==> src/rtl/alu_pkg.sv <==
// Shared opcode definitions for the registered ALU and its combinational datapath.
package alu_pkg;

  localparam logic [2:0] OP_ADD = 3'b000;
  localparam logic [2:0] OP_SUB = 3'b001;
  localparam logic [2:0] OP_AND = 3'b010;
  localparam logic [2:0] OP_OR  = 3'b011;
  localparam logic [2:0] OP_XOR = 3'b100;
  localparam logic [2:0] OP_SLL = 3'b101;
  localparam logic [2:0] OP_SRL = 3'b110;
  localparam logic [2:0] OP_SLT = 3'b111;

  typedef enum logic [2:0] {
    E_ADD = OP_ADD,
    E_SUB = OP_SUB,
    E_AND = OP_AND,
    E_OR  = OP_OR,
    E_XOR = OP_XOR,
    E_SLL = OP_SLL,
    E_SRL = OP_SRL,
    E_SLT = OP_SLT
  } op_e;

endpackage

==> src/rtl/alu_datapath.sv <==
// Purely combinational ALU core: result, carry/borrow, zero and signed set-less-than.
module alu_datapath
  import alu_pkg::*;
#(
  parameter int WIDTH  = 8,
  parameter int OPCODE = 3
) (
  input  logic [WIDTH-1:0]  i_a,
  input  logic [WIDTH-1:0]  i_b,
  input  logic [OPCODE-1:0] i_op,
  output logic [WIDTH-1:0]  o_result,
  output logic              o_carry,
  output logic              o_zero,
  output logic              o_slt
);

  // WIDTH always fits in WIDTH bits, so the out-of-range test needs no extension.
  localparam logic [WIDTH-1:0] SHIFT_LIMIT = WIDTH'(WIDTH);

  logic [WIDTH:0] w_sum;
  logic [WIDTH:0] w_diff;
  logic           w_shift_oob;
  logic           w_less;
  op_e            w_op;

  assign w_sum       = {1'b0, i_a} + {1'b0, i_b};
  assign w_diff      = {1'b0, i_a} - {1'b0, i_b};
  assign w_shift_oob = (i_b >= SHIFT_LIMIT);
  assign w_less      = ($signed(i_a) < $signed(i_b));
  assign w_op        = op_e'(i_op);

  // Operation select; carry and slt default low so only ADD/SUB/SLT drive them.
  always_comb begin
    o_result = {WIDTH{1'b0}};
    o_carry  = 1'b0;
    o_slt    = 1'b0;
    case (w_op)
      E_ADD: begin
        o_result = w_sum[WIDTH-1:0];
        o_carry  = w_sum[WIDTH];
      end
      E_SUB: begin
        o_result = w_diff[WIDTH-1:0];
        o_carry  = w_diff[WIDTH];
      end
      E_AND: o_result = i_a & i_b;
      E_OR:  o_result = i_a | i_b;
      E_XOR: o_result = i_a ^ i_b;
      E_SLL: begin
        if (w_shift_oob) o_result = {WIDTH{1'b0}};
        else             o_result = i_a << i_b;
      end
      E_SRL: begin
        if (w_shift_oob) o_result = {WIDTH{1'b0}};
        else             o_result = i_a >> i_b;
      end
      E_SLT: begin
        o_slt    = w_less;
        o_result = {{(WIDTH-1){1'b0}}, w_less};
      end
      default: o_result = {WIDTH{1'b0}};
    endcase
  end

  assign o_zero = (o_result == {WIDTH{1'b0}});

endmodule

==> src/rtl/alu.sv <==
// Registered ALU: one output stage capturing datapath result and flags on valid_data.
module alu
  import alu_pkg::*;
#(
  parameter int WIDTH  = 8,
  parameter int OPCODE = 3
) (
  input  logic              clk,
  input  logic              rst_n,
  input  logic [WIDTH-1:0]  data_in1,
  input  logic [WIDTH-1:0]  data_in2,
  input  logic [OPCODE-1:0] op_code,
  input  logic              valid_data,
  output logic [WIDTH-1:0]  data_out,
  output logic              carry_out,
  output logic              zero_flag,
  output logic              valid_flag,
  output logic              slt_flag
);

  logic [WIDTH-1:0] w_result;
  logic             w_carry;
  logic             w_zero;
  logic             w_slt;

  logic [WIDTH-1:0] r_data;
  logic             r_carry;
  logic             r_zero;
  logic             r_valid;
  logic             r_slt;

  alu_datapath #(
    .WIDTH  (WIDTH),
    .OPCODE (OPCODE)
  ) u_datapath (
    .i_a      (data_in1),
    .i_b      (data_in2),
    .i_op     (op_code),
    .o_result (w_result),
    .o_carry  (w_carry),
    .o_zero   (w_zero),
    .o_slt    (w_slt)
  );

  // Output stage: capture on valid, otherwise hold data/flags while valid drops.
  always_ff @(posedge clk or negedge rst_n) begin
    if (!rst_n) begin
      r_data  <= {WIDTH{1'b0}};
      r_carry <= 1'b0;
      r_zero  <= 1'b0;
      r_valid <= 1'b0;
      r_slt   <= 1'b0;
    end else begin
      r_valid <= valid_data;
      if (valid_data) begin
        r_data  <= w_result;
        r_carry <= w_carry;
        r_zero  <= w_zero;
        r_slt   <= w_slt;
      end else begin
        r_data  <= r_data;
        r_carry <= r_carry;
        r_zero  <= r_zero;
        r_slt   <= r_slt;
      end
    end
  end

  assign data_out   = r_data;
  assign carry_out  = r_carry;
  assign zero_flag  = r_zero;
  assign valid_flag = r_valid;
  assign slt_flag   = r_slt;

endmodule

==> config.mk <==
export PLATFORM = sky130hd
export DESIGN_NAME = alu
export DESIGN_NICKNAME = d
export VERILOG_FILES = /design/src/rtl/alu_pkg.sv /design/src/rtl/alu_datapath.sv /design/src/rtl/alu.sv
export SDC_FILE = /design/constraint.sdc
export NUM_CORES = 1
export LEC_CHECK = 0
export ABC_AREA = 0
export CELL_PAD_IN_SITES_DETAIL_PLACEMENT = 0
export CELL_PAD_IN_SITES_GLOBAL_PLACEMENT = 2
export CORE_ASPECT_RATIO = 0.8
export CORE_MARGIN = 2
export CORE_UTILIZATION = 23
export DETAILED_ROUTE_END_ITERATION = 10
export HOLD_SLACK_MARGIN = 0.12
export PLACE_DENSITY_LB_ADDON = 0.15
export SKIP_LAST_GASP = 1
export SYNTH_ARGS = -nofsm -noshare
export SYNTH_HDL_FRONTEND = slang
export SYNTH_HIERARCHICAL = 1
export SYNTH_SLANG_ARGS = --single-unit
==> constraint.sdc <==
create_clock -name clk -period 1.5 [get_ports clk]
set_clock_uncertainty 0.15 [all_clocks]
set_input_delay 0.45 -clock clk [delete_from_list [all_inputs] [get_ports clk]]
set_output_delay 0.45 -clock clk [all_outputs]
set_load 0.01 [all_outputs]
==> impl_metrics.yaml <==
worst_setup_path:
  end_kind: "flip-flop"
  worst_path_most_repeated_cell: "buf_4"
  worstPathMaxFanout: 3
  startpoint_types: "input pin"
  slowest_delay_ns: 0.49
  setup.worst_path.class: "input pin to flip-flop"
  timing.critical_path.required_ns: 1.47
  path_cells: "buf_8, buf_6, buf_4, buf_4, mux2i_1, or4b_1, a31o_1, o311a_4, a221o_1, o211ai_2, nor4_2, mux2_4"
  arrival_ns: 2.79
  crit_path_top_delay_cell: "or4b_1"
cells_and_area:
  sequential_cell_area_um2: 300.3
  layout-area-overhead-vs-synth_pct: 85.81
  nets: 478
  stdcell_count: 564
  n_antenna_cell: 0
  num-fill-cells: 977
  multiInputGateArea_um2: 2237
  final_layout_size_suffix_gt1_share_pct: 56.31
  finalInstanceArea_um2: 4340
yosys:
  post_synthesis_async_set_or_reset_flop_share_pct: 100.0
  synth_cell_type_count: 65
  synth-seq-area-share_pct: 12.85
  syn_area_per_cell_um2: 8.433
  ys_ff_latch: 12
  syn-num-nets: 325
  synth-main-ff-cell: "dfrtp_1"
  synthCells: 277
  mappedNetlistArea_um2: 2336
  synth-edff-count: 0
  yosysWarningCount: 6
timing:
  timing.max_slew.rel_slack_pct: 68.97
  pins_over_their_slew_limit: 0
  final_period_minus_worst_setup_slack_ns: 2.820
  unrepaired_setup_endpoints_after_global_routing: "yes"
  setup_viol: 11
  fmax_ghz: 0.3546
  setup_ws_ns: -1.320
  hold_viol: 0
  setup_total_negative_slack_ns: -11.92
  max_slew.worst_pin.slew_ns: 0.4655
  final_min_period_over_clock_period_pct: 188.0
run_status:
  run_status: "complete, but fails checks"
  violated_checks: "setup timing"
global_routing:
  grt_first_pass_wirelength_um: 14920
  first_global_vias: 2731
  grt_start_max_net_pins: 19
  grt-busiest-layer: "met2"
  grt_usage_pct: 17.54
  global_route.usage.met2_pct: 28.92
  grt_use_met1_pct: 25.09
  global_routing_usage_on_met3_pct: 2.387
  antenna_found_initial: 0
  globalRoute.totalOverflow: 0
place:
  placed_wire_length_estimate_um: 7370
  dpl_cell_area_um2: 3730
  buffer_ports.inserted: 33
  place_congestion: 0.8651
  detailedPlace.worstSlack_ns: -1.930
  dp.cells: 539
clocking:
  cts_buffer_count: 3
  buffers_from_clock_root_to_sink_at_most: 2
  clk_pin_slew_ns: 0.04
  ctsHtreeMaxLevel: 1
  clock_tree_from_tritoncts: "built"
  clk_latency_ns: 0.23
  cts.sink_count: 12
  clock_tree_root: "clkbuf_16"
  postCtsHoldBufs: 0
floorplanning:
  design.die.area_um2: 10980
  core_region_area_um2: 9769
  die_h_um: 94.14
  floorplan.initialDensity_pct: 23.91
  fp-row-count: 32
  floorplan.io_pins: 34
  die_width_um: 116.7
detailed_routing:
  drt_pass1_iterations: 4
  post_drt_wl_per_cell_um: 16.64
  detail_route.drc_violations: 0
  postRouteAntennaNets: 0
  drt-initial-drc-count: 111
  average_via_count_per_standard_cell: 4.814
  num_vias: 2715
  wirelength_um: 9384
run:
  max_cap_violations: 0
power:
  totalPowerFinal_mw: 2.251
  power_density_nw_per_um2: 518.7
  power_leakage_nw: 1.958
  vdd_drop_max_mv: 0.4666
min_path:
  hold_path_class: "flip-flop to flip-flop"
==> worst max-delay path: cells and delay by family <==
| kind | cells | cell delay [ns] |
|---|---|---|
| AND/OR/NAND/NOR | 2 | 0.54 |
| buffers and inverters | 4 | 0.47 |
| AO/OA/AOI/OAI | 4 | 0.92 |
| multiplexers | 2 | 0.39 |
==> layer usage <==
metal	up-vias	wire, µm
li1	1343	-
met1	1308	4501
met2	58	4358
met3	6	458
met4	0	66
met5	-	0
==> placed cells by master, fill, tap and decap left out, types with 5 or more instances in the layout <==
cell type        instances
a21o_1                   5
a21oi_1                 17
a21oi_2                  8
buf_4                  106
buf_6                   23
clkdlybuf4s15_1         13
dfrtp_1                 12
dlygate4sd2_1            5
ha_1                    13
ha_2                     5
ha_4                     6
inv_1                   16
mux2_4                  10
mux2i_1                  7
mux4_2                   7
nand2_1                 14
nand3_1                 10
nor2_1                  13
nor2b_1                  7
nor3_1                   5
o21ai_0                  6
==> cell usage after synthesis, types with 3 or more instances <==
cell type  number  area share (%)
nor2b_1        12             3.2
nor3b_1         3            0.96
o21ai_0         7             1.5
nand4_1         4             1.1
nand2_1        14             2.2
inv_1          22             3.5
or3_1           4             1.1
nor2_1         17             2.7
mux2_4         10             6.4
a21o_1          5             1.6
o31ai_1         3            0.96
a21oi_1        25             5.4
nand2b_1        4             1.1
o32ai_1         3             1.1
ha_1           24              13
mux4_2          7             6.7
nor3_1          8             1.7
buf_6           3             1.4
o221ai_1        3             1.1
nand3_1        11             2.4
buf_2           8             1.7
o211ai_1        3            0.96
clkbuf_1        5            0.80
dfrtp_1        12              13
mux2i_1         7             3.0
==> where the power goes <==
part	internal (mW)	switching, mW	leakage, nW
Combinational	0.756	0.628	1.77
Clock	0.346	0.125	0.0370
Sequential	0.370	0.0257	0.153
Total	1.47	0.779	1.96
==> worst paths after layout <==
| check | to | cells after the start | startpoint | slack (ns) |
|---|---|---|---|---|
| setup / recovery | zero_flag | 12 | data_in2[0] | -1.32 |
| hold / removal | data_out[1] | 1 | data_out[1] | 0.36 |
| setup reg to reg | data_out[7] | 1 | data_out[7] | 0.59 |
| hold reg to reg | data_out[1] | 1 | data_out[1] | 0.36 |
| max in group asynchronous | carry_out | 2 | rst_n | 0.68 |
| min in group asynchronous | data_out[2] | 2 | rst_n | 0.37 |
==> state kept, by name (all words and copies together) (netlist names) <==
signal,cells
data_out,8
zero_flag,1
carry_out,1
valid_flag,1
slt_flag,1
==> cell families after synthesis <==
logic type / synth area share (%)
adders and majority gates: 14.57
AOI/OAI and AO/OA: 23.73
buffers and inverters: 7.981
DFF: 12.85
muxes: 18.10
and+or+nand+nor: 22.76
==> stage by stage <==
step	utilization, %	hold WS (ns)
floorplan	-	0.004409
global placement	38.18	0.3447
detailed placement	38.18	0.3492
CTS	41.93	0.3604
global route	44.43	0.3778
finish	44.43	0.3564
==> what timing repair did <==
action / in CTS / in global routing
pin swaps: 43 / 38
buffers inserted: 19 / 12
setup endpoints to repair: 23 / 18
gates cloned: 0 / 0
gates resized for setup: 107 / 57
==> area by class of cell <==
type                       count  share of cell area [%]
multi-input combinational    224                   51.54
timing repair buffer         164                   32.83
sequential                    12                   6.918
tap                          136                   3.920
inverter                      25                   3.056
clock buffer                   3                   1.730
(Power assumes the default switching activity.)
